$ cat src/rtl/reset_seq_pkg.sv
// Shared types and defaults for the reset sequencer: FSM states, reset-cause codes,
// counter widths and default timing parameters.
package reset_seq_pkg;

  localparam int unsigned DEBOUNCE_CYCLES_DEF = 20000;
  localparam int unsigned HOLD_CYCLES_DEF     = 16;
  localparam int unsigned STAGGER_CYCLES_DEF  = 8;

  localparam int unsigned CNT_W   = 16;
  localparam int unsigned CAUSE_W = 3;
  localparam int unsigned CNT_LIMIT = 65536;

  typedef enum logic [1:0] {
    ST_HOLD       = 2'd0,
    ST_REL_PERIPH = 2'd1,
    ST_RUN        = 2'd2
  } seq_state_e;

  typedef enum logic [CAUSE_W-1:0] {
    CAUSE_POR  = 3'b001,
    CAUSE_EXT  = 3'b010,
    CAUSE_WDOG = 3'b011,
    CAUSE_SW   = 3'b100
  } rst_cause_e;

endpackage

$ cat src/rtl/reset_debounce.sv
// Two-flop synchronizer plus debouncer for the active-low board reset button.
// The output level changes only after the synchronized input has differed for DEBOUNCE_CYCLES edges.
module reset_debounce
  import reset_seq_pkg::*;
#(
  parameter int unsigned DEBOUNCE_CYCLES = DEBOUNCE_CYCLES_DEF
) (
  input  logic clk,
  input  logic rst_n,
  input  logic btn_n_i,
  output logic btn_level_o
);

  localparam int unsigned DB_W = (DEBOUNCE_CYCLES > 1) ? $clog2(DEBOUNCE_CYCLES) : 1;

  logic            sync1_q, sync1_d;
  logic            sync2_q, sync2_d;
  logic            level_q, level_d;
  logic [DB_W-1:0] cnt_q,   cnt_d;

  always_ff @(posedge clk) begin
    if (!rst_n) begin
      sync1_q <= 1'b1;
      sync2_q <= 1'b1;
      level_q <= 1'b1;
      cnt_q   <= '0;
    end else begin
      sync1_q <= sync1_d;
      sync2_q <= sync2_d;
      level_q <= level_d;
      cnt_q   <= cnt_d;
    end
  end

  // Any cycle where the synchronized level agrees with the debounced one restarts the count.
  always_comb begin
    sync1_d = btn_n_i;
    sync2_d = sync1_q;
    level_d = level_q;
    cnt_d   = '0;
    if (sync2_q != level_q) begin
      if (cnt_q == DB_W'(DEBOUNCE_CYCLES - 1)) begin
        level_d = sync2_q;
        cnt_d   = '0;
      end else begin
        cnt_d = cnt_q + DB_W'(1);
      end
    end
  end

  assign btn_level_o = level_q;

endmodule

$ cat src/rtl/reset_sequencer.sv
// Reset sequencer: merges button, watchdog and software reset requests, holds both resets,
// then releases the peripheral reset followed by the CPU reset, and records the reset cause.
module reset_sequencer
  import reset_seq_pkg::*;
#(
  parameter int unsigned DEBOUNCE_CYCLES = DEBOUNCE_CYCLES_DEF,
  parameter int unsigned HOLD_CYCLES     = HOLD_CYCLES_DEF,
  parameter int unsigned STAGGER_CYCLES  = STAGGER_CYCLES_DEF
) (
  input  logic               sysClk_i,
  input  logic               RESETn_i,
  input  logic               extRstn_i,
  input  logic               wdogRst_i,
  input  logic               swRst_i,
  output logic               periphRstn_o,
  output logic               cpuRstn_o,
  output logic [CAUSE_W-1:0] rstCause_o,
  output logic               rstActive_o
);

  if (HOLD_CYCLES < 1 || HOLD_CYCLES >= CNT_LIMIT) begin : g_bad_hold
    $error("HOLD_CYCLES must be in 1..65535");
  end
  if (STAGGER_CYCLES < 1 || STAGGER_CYCLES >= CNT_LIMIT) begin : g_bad_stagger
    $error("STAGGER_CYCLES must be in 1..65535");
  end
  if (DEBOUNCE_CYCLES < 1) begin : g_bad_debounce
    $error("DEBOUNCE_CYCLES must be >= 1");
  end

  logic             btn_level;
  logic             ext_req_c;
  logic             any_req_c;

  seq_state_e       state_q, state_d;
  logic [CNT_W-1:0] cnt_q,   cnt_d;
  rst_cause_e       cause_q, cause_d;
  logic             periph_q, periph_d;
  logic             cpu_q,    cpu_d;
  logic             active_q, active_d;

  reset_debounce #(
    .DEBOUNCE_CYCLES (DEBOUNCE_CYCLES)
  ) u_debounce (
    .clk         (sysClk_i),
    .rst_n       (RESETn_i),
    .btn_n_i     (extRstn_i),
    .btn_level_o (btn_level)
  );

  assign ext_req_c = ~btn_level;
  assign any_req_c = ext_req_c | wdogRst_i | swRst_i;

  always_ff @(posedge sysClk_i) begin
    if (!RESETn_i) begin
      state_q  <= ST_HOLD;
      cnt_q    <= '0;
      cause_q  <= CAUSE_POR;
      periph_q <= 1'b0;
      cpu_q    <= 1'b0;
      active_q <= 1'b1;
    end else begin
      state_q  <= state_d;
      cnt_q    <= cnt_d;
      cause_q  <= cause_d;
      periph_q <= periph_d;
      cpu_q    <= cpu_d;
      active_q <= active_d;
    end
  end

  // One shared counter times the hold window, then the peripheral-to-CPU stagger.
  always_comb begin
    state_d = state_q;
    cnt_d   = cnt_q;
    cause_d = cause_q;
    if (any_req_c) begin
      state_d = ST_HOLD;
      cnt_d   = '0;
      if (ext_req_c)      cause_d = CAUSE_EXT;
      else if (wdogRst_i) cause_d = CAUSE_WDOG;
      else                cause_d = CAUSE_SW;
    end else begin
      case (state_q)
        ST_HOLD: begin
          if (cnt_q == CNT_W'(HOLD_CYCLES - 1)) begin
            state_d = ST_REL_PERIPH;
            cnt_d   = '0;
          end else begin
            cnt_d = cnt_q + CNT_W'(1);
          end
        end
        ST_REL_PERIPH: begin
          if (cnt_q == CNT_W'(STAGGER_CYCLES - 1)) begin
            state_d = ST_RUN;
            cnt_d   = '0;
          end else begin
            cnt_d = cnt_q + CNT_W'(1);
          end
        end
        ST_RUN: cnt_d = '0;
        default: begin
          state_d = ST_HOLD;
          cnt_d   = '0;
        end
      endcase
    end
  end

  // Outputs are decoded from the next state so they change on the same edge as the state.
  always_comb begin
    periph_d = 1'b0;
    cpu_d    = 1'b0;
    case (state_d)
      ST_REL_PERIPH: periph_d = 1'b1;
      ST_RUN: begin
        periph_d = 1'b1;
        cpu_d    = 1'b1;
      end
      default: ;
    endcase
    active_d = ~cpu_d;
  end

  assign periphRstn_o = periph_q;
  assign cpuRstn_o    = cpu_q;
  assign rstCause_o   = cause_q;
  assign rstActive_o  = active_q;

endmodule

$ cat config.mk
export PLATFORM = sky130hd
export DESIGN_NAME = reset_sequencer
export DESIGN_NICKNAME = d
export VERILOG_FILES = /design/src/rtl/reset_seq_pkg.sv /design/src/rtl/reset_debounce.sv /design/src/rtl/reset_sequencer.sv
export SDC_FILE = /design/constraint.sdc
export NUM_CORES = 1
export LEC_CHECK = 0
export ABC_AREA = 1
export BUFFER_PORTS_ARGS = -buffer_cell sky130_fd_sc_hd__buf_2
export CORE_ASPECT_RATIO = 0.8
export CORE_MARGIN = 4
export CORE_UTILIZATION = 56
export DETAILED_ROUTE_END_ITERATION = 10
export PLACE_DENSITY = 0.79
export SLEW_MARGIN = 20
export SYNTH_ARGS = -nofsm -noshare
export SYNTH_HDL_FRONTEND = slang
export SYNTH_SLANG_ARGS = --single-unit
export TNS_END_PERCENT = 1
$ cat constraint.sdc
create_clock -name sysClk_i -period 2.5 [get_ports sysClk_i]
set_input_delay 0.5 -clock sysClk_i [delete_from_list [all_inputs] [get_ports sysClk_i]]
set_output_delay 0.5 -clock sysClk_i [all_outputs]
set_load 0.02 [all_outputs]
==> flow_summary.yaml <==
logic_synthesis:
  yosysSeqAreaShare: 0.428
  synth_area_um2: 1970
  yosysWarnings: 0
  yosys.area.top_type_share: 0.428
  ys_ff_latch: 42
  synth_fp_nets: 279
  yosysTopAreaCell: "dfxtp_1"
  synth_area_leaders: "dfxtp_1 (43%), nand2_1 (12%), nor2_1 (9.5%)"
  ys_types: 27
  syn_area_per_cell_um2: 7.31
  syn_inst: 269
floorplanning:
  die-height_um: 61.0
  rows: 18
  start_util: 0.610
  die_x_um: 74.2
  die_area_um2: 4530
  io_pins: 11
  design.core.area_um2: 3220
timing:
  worst_pin_slew_ns: 0.346
  period_share: 0.650
  hold_viol: 0
  slew_headroom: 0.768
  drv_slew: 0
  min_period_ns: 1.62
  fmax_mhz: 616
  skew_ns: 0.00712
  setup_tns_ns: 0
  rsz0062_at_grt: "false"
  setup_violations: 0
routing:
  detail-route-antenna-nets: 0
  viasPerCell: 5.04
  initialDrtViolationCount: 105
  drcViolationCount: 0
  avgRoutedWirePerCell_um: 10.9
  via_count: 1637
  dr.pass1.iters: 4
  drt_wl_total_um: 3550
cts:
  cts_tree: "built"
  h-tree-depth: 2
  cts_setup_buffers: 0
  root_buffer: "clkbuf_8"
  cts.hold.buffers_added: 0
  cts_buffer_depth: 2
  clkTransAtPathRegs_ns: 0.08
  clk_latency_ns: 0.29
  numCtsBuffers: 5
  cts_resized: 0
  cts.sinks: 42
setup_path:
  crit_path_start_kind: "flop"
  slowest_stage: "dfxtp_1"
  crit_type: "flop to flop"
  crit_chain: "ha_1 > nand3_2 > nor2_2 > nand3_1 > nand2_1 > nand2_1 > ha_1 > nor2_1"
  max_stage_delay_ns: 0.41
  crit_path_end_kind: "flop"
  worst-endpoint-required_ns: 2.73
  crit_fanout: 4
  arrival_ns: 1.86
cells_and_area:
  finalInstanceArea_um2: 2190
  drive_gt1_frac: 0.133
  n_antenna_cell: 0
  syn2layout_area_growth_pct: 11.2
  fin_cells: 325
  final_nets: 294
global_routing:
  grt_max_degree: 17
  grt_remaining_overflow: 0
  grt_pass1_wl_um: 6490
  antenna_found_initial: 0
  grt_pass1_vias: 1509
  track_usage: 0.185
place:
  port_buffers: 10
  place_area_um2: 2040
  dp_hpwl_um: 2610
  gp_congestion: 0.830
  dp_cells: 317
power_and_ir_drop:
  ir_drop_mv: 0.394
  powerDensity_nw_per_um2: 621
  power_leakage_nw: 0.798
worst_hold_path:
  min_path_type: "primary input to flop"
run_status:
  outcome: "finished, final reports clean"
job:
  maxCapViolations: 0
report_power, final:
| part | total (mW) | internal (mW) | leakage (nW) | switching (mW) |
|---|---|---|---|---|
| sequential | 0.677 | 0.674 | 0.340 | 0.00312 |
| combinational | 0.0291 | 0.00983 | 0.387 | 0.0193 |
| clock | 0.651 | 0.426 | 0.0714 | 0.226 |
stage by stage:
step	utilization	hold WS [ns]	power, mW	worst slack [ns]
after global placement	0.634	0.405	0.722	0.946
after detailed placement	0.634	0.400	0.722	0.912
final	0.679	0.407	1.36	0.876
after floorplan	-	0.393	0.713	1.04
after global routing	0.679	0.397	1.40	0.730
after CTS	0.679	0.401	1.37	0.877
metal layers:
| metal | vias to the layer above | track usage | wire length, um |
|---|---|---|---|
| met5 | - | 0 | 0 |
| met4 | 0 | 0.0584 | 27 |
| met3 | 4 | 0.0579 | 226 |
| met2 | 46 | 0.283 | 1390 |
| met1 | 703 | 0.252 | 1900 |
| li1 | 884 | - | - |
cells in the final DEF (no fill, tap or decap), drive strengths merged:
| cell | count |
|---|---|
| nand2 | 66 |
| nor2 | 60 |
| dfxtp | 42 |
| inv | 25 |
| nand3 | 17 |
| a21oi | 13 |
| buf | 10 |
| xor2 | 8 |
| o21ai | 8 |
| nand4 | 6 |
| clkbuf | 6 |
| o21bai | 5 |
| ha | 5 |
| or2 | 4 |
| nor3 | 4 |
| xnor2 | 2 |
| bufinv | 2 |
| nand3b | 1 |
| nand2b | 1 |
synthesized netlist by cell type:
cell type,count
a21oi_1,13
buf_4,1
buf_8,1
dfxtp_1,42
ha_1,5
inv_1,24
inv_2,1
nand2_1,64
nand2_2,1
nand2_4,1
nand2b_1,1
nand3_1,15
nand3_2,2
nand3b_1,1
nand4_1,6
nor2_1,50
nor2_2,10
nor3_1,2
nor3_2,1
nor3_4,1
o21ai_0,7
o21ai_1,1
o21bai_1,5
or2_1,1
or2_2,3
xnor2_1,2
xor2_1,8
sequential cells by signal, summed over array words and instances (netlist names):
signal and cells:
periphRstn_o 1, u_debounce.sync1_q 1, rstActive_o 1, cnt_q 16
u_debounce.cnt_q 15, u_debounce.btn_level_o 1, u_debounce.sync2_q 1, cpuRstn_o 1
state_q 2, rstCause_o 3
cells by family (layout without fill, tap and decap cells):
group,count (synthesis),in the layout,share of synthesized area
fa+ha+maj,5,5,0.0318
buf+inv,27,43,0.0592
compound gates,26,26,0.0726
simple gates,159,159,0.364
flops,42,42,0.428
xor+xnor,10,10,0.0446
area by class of cell:
type	instances	area (um^2)
Fill cell	277	1030
Multi-Input combinational cell	200	1010
Sequential cell	42	841
Inverter	25	93.8
Clock buffer	6	82.6
Clock inverter	2	60.1
Timing Repair Buffer	10	50.0
Tap cell	40	50.0
path summary, 6_finish.rpt:
check / from / to / slack (ns) / depth (start not counted)
max: cnt_q[0] / periphRstn_o / 0.88 / 8
min: extRstn_i / u_debounce.sync1_q / 0.41 / 2
min reg2reg: u_debounce.sync1_q / u_debounce.sync2_q / 0.42 / 1
max reg2reg: cnt_q[0] / periphRstn_o / 0.88 / 8
worst max-delay path: cells and delay by family (launching register included):
kind,cells,cell delay (ns)
adders and majority gates,2,0.55
DFF,1,0.41
and+or+nand+nor,6,0.61
Note: power is estimated with default switching activity, not from simulation.
